File: src/rtl/control_unit_if.sv
// rtl/control_unit_if.sv - SimpleCPU control interface: instruction memory, data memory and datapath control.
interface control_unit_if #(
   parameter int PC_W = 16
);
   logic [PC_W-1:0] I_addr;
   logic            I_rd;
   logic [15:0]     I_data;
   logic [7:0]      D_addr;
   logic            D_rd;
   logic            D_wr;
   logic            RF_s;
   logic [3:0]      RF_W_addr;
   logic            RF_W_wr;
   logic [3:0]      RF_Rp_addr;
   logic            RF_Rp_rd;
   logic [3:0]      RF_Rq_addr;
   logic            RF_Rq_rd;
   logic            alu_s0;
   logic [7:0]      Val_cons;
   logic            RF_cons;
   logic            RF_ext;
   logic            RF_Rp_zero;
   logic            halted;

   modport master (
      output I_addr, I_rd,
      input  I_data,
      output D_addr, D_rd, D_wr,
      output RF_s, RF_W_addr, RF_W_wr,
      output RF_Rp_addr, RF_Rp_rd, RF_Rq_addr, RF_Rq_rd,
      output alu_s0, Val_cons, RF_cons, RF_ext,
      input  RF_Rp_zero,
      output halted
   );

   modport slave (
      input  I_addr, I_rd,
      output I_data,
      input  D_addr, D_rd, D_wr,
      input  RF_s, RF_W_addr, RF_W_wr,
      input  RF_Rp_addr, RF_Rp_rd, RF_Rq_addr, RF_Rq_rd,
      input  alu_s0, Val_cons, RF_cons, RF_ext,
      output RF_Rp_zero,
      input  halted
   );
endinterface

File: src/rtl/control_unit.sv
// rtl/control_unit.sv - SimpleCPU multi-cycle fetch/decode/execute controller.
// Optional HALT state for opcode 1111 is enabled by CONTROL_UNIT_HALT_EN.
module control_unit #(
   parameter int PC_W = 16
) (
   input  logic           clk,
   input  logic           rst,
   control_unit_if.master cu
);

   typedef enum logic [3:0] {
      S_FETCH,
      S_DECODE,
      S_LOAD,
      S_STORE,
      S_ADD,
      S_SUB,
      S_LOADC,
      S_LOADCN,
      S_JMPZ,
      S_JMPZ_TAKE,
      S_NOP
`ifdef CONTROL_UNIT_HALT_EN
      , S_HALT
`endif
   } state_t;

   state_t          state_q, state_d;
   logic [PC_W-1:0] pc_q, pc_d;
   logic [15:0]     ir_q, ir_d;

   logic [3:0]      opcode;
   logic [3:0]      ra, rb, rc;
   logic [7:0]      k;
   logic [PC_W-1:0] k_sext;

   assign opcode = ir_q[15:12];
   assign ra     = ir_q[11:8];
   assign rb     = ir_q[7:4];
   assign rc     = ir_q[3:0];
   assign k      = ir_q[7:0];
   assign k_sext = {{(PC_W-8){k[7]}}, k};

   always_ff @(posedge clk) begin
      if (rst) begin
         state_q <= S_FETCH;
         pc_q    <= '0;
         ir_q    <= '0;
      end else begin
         state_q <= state_d;
         pc_q    <= pc_d;
         ir_q    <= ir_d;
      end
   end

   always_comb begin
      state_d = state_q;
      pc_d    = pc_q;
      ir_d    = ir_q;
      case (state_q)
         S_FETCH: begin
            ir_d    = cu.I_data;
            pc_d    = pc_q + PC_W'(1);
            state_d = S_DECODE;
         end
         S_DECODE: begin
            case (opcode)
               4'h0:    state_d = S_LOAD;
               4'h1:    state_d = S_STORE;
               4'h2:    state_d = S_ADD;
               4'h3:    state_d = S_LOADC;
               4'h4:    state_d = S_SUB;
               4'h5:    state_d = S_JMPZ;
               4'h6:    state_d = S_LOADCN;
`ifdef CONTROL_UNIT_HALT_EN
               4'hF:    state_d = S_HALT;
`endif
               default: state_d = S_NOP;
            endcase
         end
         S_JMPZ: begin
            state_d = cu.RF_Rp_zero ? S_JMPZ_TAKE : S_FETCH;
         end
         S_JMPZ_TAKE: begin
            // PC already points past the JMPZ, so back off by one to land on JMPZ address + k.
            pc_d    = pc_q + k_sext - PC_W'(1);
            state_d = S_FETCH;
         end
`ifdef CONTROL_UNIT_HALT_EN
         S_HALT: begin
            state_d = S_HALT;
         end
`endif
         default: begin
            state_d = S_FETCH;
         end
      endcase
   end

   // Outputs are forced low while rst is high so an aborted instruction cannot write.
   always_comb begin
      cu.I_addr     = '0;
      cu.I_rd       = 1'b0;
      cu.D_addr     = '0;
      cu.D_rd       = 1'b0;
      cu.D_wr       = 1'b0;
      cu.RF_s       = 1'b0;
      cu.RF_W_addr  = '0;
      cu.RF_W_wr    = 1'b0;
      cu.RF_Rp_addr = '0;
      cu.RF_Rp_rd   = 1'b0;
      cu.RF_Rq_addr = '0;
      cu.RF_Rq_rd   = 1'b0;
      cu.alu_s0     = 1'b0;
      cu.Val_cons   = '0;
      cu.RF_cons    = 1'b0;
      cu.RF_ext     = 1'b0;
      cu.halted     = 1'b0;
      if (!rst) begin
         case (state_q)
            S_FETCH: begin
               cu.I_addr = pc_q;
               cu.I_rd   = 1'b1;
            end
            S_LOAD: begin
               cu.D_addr    = k;
               cu.D_rd      = 1'b1;
               cu.RF_s      = 1'b1;
               cu.RF_W_addr = ra;
               cu.RF_W_wr   = 1'b1;
            end
            S_STORE: begin
               cu.D_addr     = k;
               cu.D_wr       = 1'b1;
               cu.RF_Rp_addr = ra;
               cu.RF_Rp_rd   = 1'b1;
            end
            S_ADD, S_SUB: begin
               cu.RF_Rp_addr = rb;
               cu.RF_Rp_rd   = 1'b1;
               cu.RF_Rq_addr = rc;
               cu.RF_Rq_rd   = 1'b1;
               cu.alu_s0     = (state_q == S_SUB);
               cu.RF_W_addr  = ra;
               cu.RF_W_wr    = 1'b1;
            end
            S_LOADC, S_LOADCN: begin
               cu.Val_cons  = k;
               cu.RF_cons   = 1'b1;
               cu.RF_ext    = (state_q == S_LOADCN);
               cu.RF_W_addr = ra;
               cu.RF_W_wr   = 1'b1;
            end
            S_JMPZ: begin
               cu.RF_Rp_addr = ra;
               cu.RF_Rp_rd   = 1'b1;
            end
`ifdef CONTROL_UNIT_HALT_EN
            S_HALT: begin
               cu.halted = 1'b1;
            end
`endif
            default: begin
            end
         endcase
      end
   end

endmodule

File: src/flat_wrapper.sv
// flat-port wrapper written by rule: the top's interface ports become plain ports
module control_unit_flat 
#(
   parameter int PC_W = 16
)
  (clk, rst, cu_I_addr, cu_I_rd, cu_I_data, cu_D_addr, cu_D_rd, cu_D_wr, cu_RF_s, cu_RF_W_addr, cu_RF_W_wr, cu_RF_Rp_addr, cu_RF_Rp_rd, cu_RF_Rq_addr, cu_RF_Rq_rd, cu_alu_s0, cu_Val_cons, cu_RF_cons, cu_RF_ext, cu_RF_Rp_zero, cu_halted);
  control_unit_if #(.PC_W(PC_W)) cu_i ();
  input  logic clk;
  input  logic rst;
  output wire logic [$bits(cu_i.I_addr)-1:0] cu_I_addr;
  output wire logic [$bits(cu_i.I_rd)-1:0] cu_I_rd;
  input wire logic [$bits(cu_i.I_data)-1:0] cu_I_data;
  output wire logic [$bits(cu_i.D_addr)-1:0] cu_D_addr;
  output wire logic [$bits(cu_i.D_rd)-1:0] cu_D_rd;
  output wire logic [$bits(cu_i.D_wr)-1:0] cu_D_wr;
  output wire logic [$bits(cu_i.RF_s)-1:0] cu_RF_s;
  output wire logic [$bits(cu_i.RF_W_addr)-1:0] cu_RF_W_addr;
  output wire logic [$bits(cu_i.RF_W_wr)-1:0] cu_RF_W_wr;
  output wire logic [$bits(cu_i.RF_Rp_addr)-1:0] cu_RF_Rp_addr;
  output wire logic [$bits(cu_i.RF_Rp_rd)-1:0] cu_RF_Rp_rd;
  output wire logic [$bits(cu_i.RF_Rq_addr)-1:0] cu_RF_Rq_addr;
  output wire logic [$bits(cu_i.RF_Rq_rd)-1:0] cu_RF_Rq_rd;
  output wire logic [$bits(cu_i.alu_s0)-1:0] cu_alu_s0;
  output wire logic [$bits(cu_i.Val_cons)-1:0] cu_Val_cons;
  output wire logic [$bits(cu_i.RF_cons)-1:0] cu_RF_cons;
  output wire logic [$bits(cu_i.RF_ext)-1:0] cu_RF_ext;
  input wire logic [$bits(cu_i.RF_Rp_zero)-1:0] cu_RF_Rp_zero;
  output wire logic [$bits(cu_i.halted)-1:0] cu_halted;
  assign cu_I_addr = cu_i.I_addr;
  assign cu_I_rd = cu_i.I_rd;
  assign cu_i.I_data = cu_I_data;
  assign cu_D_addr = cu_i.D_addr;
  assign cu_D_rd = cu_i.D_rd;
  assign cu_D_wr = cu_i.D_wr;
  assign cu_RF_s = cu_i.RF_s;
  assign cu_RF_W_addr = cu_i.RF_W_addr;
  assign cu_RF_W_wr = cu_i.RF_W_wr;
  assign cu_RF_Rp_addr = cu_i.RF_Rp_addr;
  assign cu_RF_Rp_rd = cu_i.RF_Rp_rd;
  assign cu_RF_Rq_addr = cu_i.RF_Rq_addr;
  assign cu_RF_Rq_rd = cu_i.RF_Rq_rd;
  assign cu_alu_s0 = cu_i.alu_s0;
  assign cu_Val_cons = cu_i.Val_cons;
  assign cu_RF_cons = cu_i.RF_cons;
  assign cu_RF_ext = cu_i.RF_ext;
  assign cu_i.RF_Rp_zero = cu_RF_Rp_zero;
  assign cu_halted = cu_i.halted;
  control_unit #(.PC_W(PC_W)) u_core (.clk(clk), .rst(rst), .cu(cu_i));
endmodule
File: config.mk
export PLATFORM = sky130hd
export DESIGN_NAME = control_unit_flat
export DESIGN_NICKNAME = d
export VERILOG_FILES = /design/src/rtl/control_unit_if.sv /design/src/rtl/control_unit.sv /design/src/flat_wrapper.sv
export SDC_FILE = /design/constraint.sdc
export NUM_CORES = 1
export LEC_CHECK = 0
export ABC_CLOCK_PERIOD_IN_PS = 3150
export CAP_MARGIN = 0
export CELL_PAD_IN_SITES_DETAIL_PLACEMENT = 1
export CELL_PAD_IN_SITES_GLOBAL_PLACEMENT = 2
export CORE_ASPECT_RATIO = 0.6
export CORE_MARGIN = 2
export CORE_UTILIZATION = 28
export CTS_CLUSTER_DIAMETER = 150
export CTS_CLUSTER_SIZE = 16
export DETAILED_ROUTE_END_ITERATION = 16
export PLACE_DENSITY_LB_ADDON = 0.05
export SYNTH_ARGS = -nofsm -noshare
export SYNTH_HDL_FRONTEND = slang
export SYNTH_SLANG_ARGS = --single-unit
File: constraint.sdc
create_clock -name clk -period 3.15 [get_ports clk]
set_input_delay 0.7875 -clock clk [delete_from_list [all_inputs] [get_ports clk]]
set_output_delay 0.7875 -clock clk [all_outputs]
set_load 0.01 [all_outputs]
==> out/results.ini, run 1 <==
[outcome]
status=finished with violations
violations=DRC

[cells_and_area]
fin_util=0.4007
layout-drive-gt1-share=0.09488
n_antenna_cell=0
fin_cells=666
final-seq-area_um2=721.9
nets=576
multiInputGateArea_mm2=0.002095
area_growth_pct=37.67
n_fill_cell=1341

[timing]
fin_hold_ws_ns=0.4751
fmax_mhz=328.0
max_slew_margin=0.6340
drv_slew=0
period_share=0.9679
layout_min_cycle_time_ns=3.049
tightest_slew_ns=0.5474
final.setup_skew_ns=0.005303
hold_violations=0
setup_viol=0

[setup_path]
crit_end=cu_RF_cons
cp-startpoint=rst
crit_type=in2out
r2r-end=u_core.pc_q[15]$_SDFFE_PP0P_
r2r_start=u_core.ir_q[7]$_SDFFE_PP0P_
worstPathRequired_ns=2.36
critical_path.startpoint_type=input port
crit_path_end_kind=output pin
reg2reg_slack_ns=0.14
cp_max_fo=8
worstPathArrival_ns=2.26
rr_worst_depth=11

[synth]
synth_top_cells_by_count=inv_1, nand2_1, nor2_1
synth.top_cell.area_share=0.2313
yosys_most_used_dff=dfxtp_1
yosys_warnings=0
synth-seq-area-share=0.2313
synth-seq-cells=36
async_flop_share=0
synth_most_common_cell=inv_1
synth_area_leaders=dfxtp_1, ha_1, inv_1
synth_edf_count=0
ys_types=54
synth_area_mm2=0.003115
syn_avg_cell_area_um2=7.001
syn_nets=495
synthCells=445
synth_top_area_cell=dfxtp_1

[clocking]
clk_pin_slew_ns=0.06
clockRootBuffer=clkbuf_16
clk_path_buf_depth=2
htreeDepth=2
cts_sinks=36
clock_latency_ns=0.28
cts_inserted_buffers=5
cts_tree=done

[grt]
grt_use_met2=0.2825
met1_usage=0.2853
grt_usage=0.1887
grt_pass1_wl_um=18080
grt_overflow_total=0
grt_pass1_vias=3382
grt_start_max_net_pins=33
busiest_layer=met1
use_met3=0.03908
antenna_found_initial=0

[detailed_routing]
vias_per_cell=4.967
antenna_left=0
dr.pass1.iters=11
wirelength_um=11170
drt_iter0_drc=123
drc_errors=2
wl_per_cell_um=16.78
num_vias=3308

[die]
die_w_um=140.2
num_io_pins=74
coreArea_mm2=0.01070
die-area_mm2=0.01201
die_h_um=85.71
floorplan.initialDensity=0.2911
placementRows=29

[placement]
routabilityCongestion=0.7564
placedCellCount=652
hpwlAfterDp_um=8754
port_buffers=72

[power]
peakVddDrop_mv=0.2163
p_per_area_mw_per_mm2=620.5
p_leak_uw=0.001856

[job]
maxCapViolCount=0

[worst_hold_path]
hold_class=reg2reg
worstHoldStart=u_core.ir_q[2]$_SDFFE_PP0P_

area by class of cell:
type | count | share of cell area
Clock inverter | 2 | 0.002334
Clock buffer | 6 | 0.03238
Tap cell | 139 | 0.04055
Timing Repair Buffer | 97 | 0.2147
Multi-Input combinational cell | 326 | 0.4883
Inverter | 60 | 0.05338
Sequential cell | 36 | 0.1683
worst min-delay path by stage:
| stage | depth (start not counted) | end |
|---|---|---|
| 4_1_cts | 2 | u_core.ir_q[2]$_SDFFE_PP0P_ |
| 5_1_grt | 2 | u_core.ir_q[2]$_SDFFE_PP0P_ |
| 6_report | 2 | u_core.ir_q[2]$_SDFFE_PP0P_ |
| 3_5_place_dp | 2 | u_core.ir_q[2]$_SDFFE_PP0P_ |
| 3_3_place_gp | 2 | u_core.ir_q[2]$_SDFFE_PP0P_ |
| 2_1_floorplan | 2 | u_core.ir_q[10]$_SDFFE_PP0P_ |
layer usage:
layer,routed length (um),vias up,part of all wire
li1,-,1682,-
met1,6191,1565,0.55
met2,4477,57,0.40
met3,476,4,0.043
met4,27,0,0.0024
met5,0,-,0
registers in the layout, summed over array words and instances (netlist names):
signal and count:
u_core.ir_q 16, u_core.pc_q 16, u_core.state_q 4
worst max-delay path: stages:
cell	delay (ns)
buf_2	0.12
or3b_2	0.52
buf_4	0.20
nor2_1	0.09
clkdlybuf4s50_1	0.54
through the flow:
step                power, uW  cell area (um2)  setup TNS, ns  worst slack, ns
detailed placement       2114             4054              0         0.006352
floorplan                1652             3115              0           0.4171
finish                   2661             4289              0           0.1011
global route             2917             4289      -0.005044        -0.005044
CTS                      2649             4203              0         0.004031
global placement         2095             4054              0          0.02899
cells in the final DEF, fill, tap and decap left out, types with 3 or more instances in the layout:
cell             instances
clkdlybuf4s50_1         64
inv_1                   58
nand2_1                 49
nor2_1                  43
a21oi_1                 39
dfxtp_1                 35
nor3_1                  33
ha_1                    30
buf_4                   25
xnor2_1                 12
o21ai_0                 11
and2_1                   9
a211oi_1                 9
nand3_1                  7
a21o_1                   7
dlymetal6s2s_1           7
or3_1                    5
a22oi_1                  5
clkbuf_16                5
o21a_1                   4
nor4_1                   4
xor2_1                   4
and3_1                   4
nor2b_1                  3
o21ai_1                  3
a2111oi_0                3
mux2i_1                  3
o31ai_1                  3
cell families (layout without fill, tap and decap cells):
logic type	Yosys count	after routing	share of synthesized area
flip-flops	36	36	0.2313
adder cells (fa/ha/maj)	31	31	0.1269
XOR/XNOR	16	16	0.04498
buffers and inverters	84	165	0.1088
AND/OR/NAND/NOR	178	179	0.2827
multiplexers	4	4	0.01325
AO/OA/AOI/OAI	95	95	0.1908
other	1	1	0.001204
power breakdown:
group,switching (uW),leakage [uW],internal (uW),total (uW)
sequential,75.8,0.000296,524,600
clock,202,0.0000766,312,514
combinational,904,0.00148,644,1550
total,1180,0.00186,1480,2660
what timing repair did:
action,CTS,global route
hold buffers,0,0
setup buffers,0,5
gates resized for setup,0,14
endpoints found under the setup margin,0,15
Note: power is estimated with default switching activity, not from simulation.
==> inputs of run 2 (changes only) <==
CORE_MARGIN = default   (was 2)
HOLD_SLACK_MARGIN = 0.03   (was default)
SLEW_MARGIN = 20   (was default)
==> out/results.ini, run 2 (synthesis results as in run 1) <==
[setup_path]
critical_path.startpoint_type=input port
worstPathArrival_ns=2.30
crit_family=buffers and inverters
crit_type=in2out
path_cells=buf_2 -> or3b_2 -> buf_4 -> nor3_1 -> clkdlybuf4s50_1
crit_path_end_kind=output pin
crit_buf_inv=3
cp_max_fo=11
r2r-end=u_core.pc_q[15]$_SDFFE_PP0P_
rr_worst_depth=10
reg2reg_slack_ns=0.18
cp-startpoint=rst
crit_cells=5
r2r_start=u_core.ir_q[7]$_SDFFE_PP0P_
crit_end=cu_Val_cons[5]
slowest_stage=clkdlybuf4s50_1
worstPathRequired_ns=2.36
critPathMaxStageDelay_ns=0.56

[worst_hold_path]
hold_class=reg2reg

[power]
peakVddDrop_mv=0.2592
p_leak_uw=0.001771
p_per_area_mw_per_mm2=617.9

[cells_and_area]
fin_area_mm2=0.004270
n_antenna_cell=0
layout-drive-gt1-share=0.09905
multiInputGateArea_mm2=0.002091
final_common_cell=clkdlybuf4s50_1
nets=574
n_fill_cell=1337
reg_top3=u_core.ir_q x16, u_core.pc_q x16, u_core.state_q x4
final_cell_mix=clkdlybuf4s50_1, inv_1, nand2_1, nor2_1, a21oi_1
final-seq-area_um2=724.4
area_growth_pct=37.07
fin_util=0.3989

[placement]
port_buffers=72
hpwlAfterDp_um=8531
routabilityCongestion=0.7807
place_area_mm2=0.004046

[clocking]
clock_latency_ns=0.28
cts_inserted_buffers=5
clockRootBuffer=clkbuf_16
clk_path_buf_depth=2
cts_sinks=36
clk_pin_slew_ns=0.05
cts_tree=done
htreeDepth=2

[detailed_routing]
num_vias=3259
dr.pass1.iters=10
drc_errors=4
drt_iter0_drc=112
antenna_left=0
vias_per_cell=4.908
wirelength_um=10790
wl_per_cell_um=16.25

[timing]
max_slew_margin=0.6402
final.setup_skew_ns=0.004750
rsz0062_at_grt=yes
fmax_mhz=324.4
tightest_slew_ns=0.5355
tns_ns=0
period_share=0.9786
layout_min_cycle_time_ns=3.083
hold_violations=0
setup_viol=0
drv_slew=0

[die]
die_h_um=83.71
placementRows=29
die-area_mm2=0.01157
die_w_um=138.2
floorplan.initialDensity=0.2911
num_io_pins=74
coreArea_mm2=0.01070

[grt]
grt_usage=0.1900
grt_overflow_total=0
grt_start_max_net_pins=37
grt_pass1_wl_um=17520
antenna_found_initial=0
grt_pass1_vias=3272

[job]
maxCapViolCount=0

[outcome]
violations=DRC
status=finished with violations

[run 2: how the worst min path moves through the flow]
stage | from | to | slack [ns] | depth (start not counted)
after floorplan | u_core.ir_q[10]$_SDFFE_PP0P_ | u_core.ir_q[10]$_SDFFE_PP0P_ | 0.44 | 2
after global placement | u_core.ir_q[2]$_SDFFE_PP0P_ | u_core.ir_q[2]$_SDFFE_PP0P_ | 0.46 | 2
after detailed placement | u_core.ir_q[4]$_SDFFE_PP0P_ | u_core.ir_q[4]$_SDFFE_PP0P_ | 0.47 | 2
after CTS | u_core.ir_q[4]$_SDFFE_PP0P_ | u_core.ir_q[4]$_SDFFE_PP0P_ | 0.48 | 2
after global routing | u_core.ir_q[3]$_SDFFE_PP0P_ | u_core.ir_q[3]$_SDFFE_PP0P_ | 0.51 | 2
final | u_core.ir_q[2]$_SDFFE_PP0P_ | u_core.ir_q[2]$_SDFFE_PP0P_ | 0.48 | 2
[run 2: power by group]
| part | internal (uW) | total, uW | switching [uW] | leakage [uW] |
|---|---|---|---|---|
| Sequential | 525 | 600 | 75.8 | 0.000297 |
| Clock | 312 | 501 | 189 | 0.0000766 |
| Combinational | 638 | 1540 | 900 | 0.00140 |
[run 2: area by class of cell]
type                    instances  area share
inverters                      60     0.05362
flip-flops and latches         36      0.1696
repair inverters                1    0.001758
well taps                     139     0.04073
repair buffers                 95      0.2098
clock buffers                   6     0.03252
clock inverters                 2    0.002344
multi-input cells             325      0.4896
[run 2: what timing repair did]
item / CTS / global route
cloned: 0 / 1
hold buffers: 0 / 0
buffers inserted: 0 / 4
gates resized for setup: 1 / 14
endpoints found under the setup margin: 4 / 19
[run 2: metrics by stage]
| step | hold WS (ns) | std cells | worst slack, ns | total power, uW |
|---|---|---|---|---|
| after global placement | 0.4634 | 651 | 0.08839 | 2090 |
| final | 0.4802 | 664 | 0.06737 | 2639 |
| after global routing | 0.5095 | 664 | -0.01276 | 2878 |
| after CTS | 0.4768 | 659 | 0.04003 | 2622 |
| after detailed placement | 0.4684 | 651 | 0.05825 | 2104 |
| after floorplan | 0.4444 | 445 | 0.4171 | 1652 |
[run 2: per-layer routing]
metal | GRT usage | wire, um | vias up
li1 | - | - | 1675
met1 | 0.2886 | 6096 | 1532
met2 | 0.2806 | 4339 | 47
met3 | 0.03729 | 322 | 5
met4 | 0.01839 | 34 | 0
met5 | 0 | 0 | -
[run 2: worst min-delay path, stage by stage (launching register included)]
cell and delay (ns):
dfxtp_1 0.32, nand2_1 0.06, a21oi_1 0.05
==> inputs of run 3 (changes only) <==
CTS_CLUSTER_DIAMETER = 30   (was 150)
GPL_TIMING_DRIVEN = 1   (was default)
==> results of run 3 <==
Final layout, timing and power as in run 2 (identical DEF).
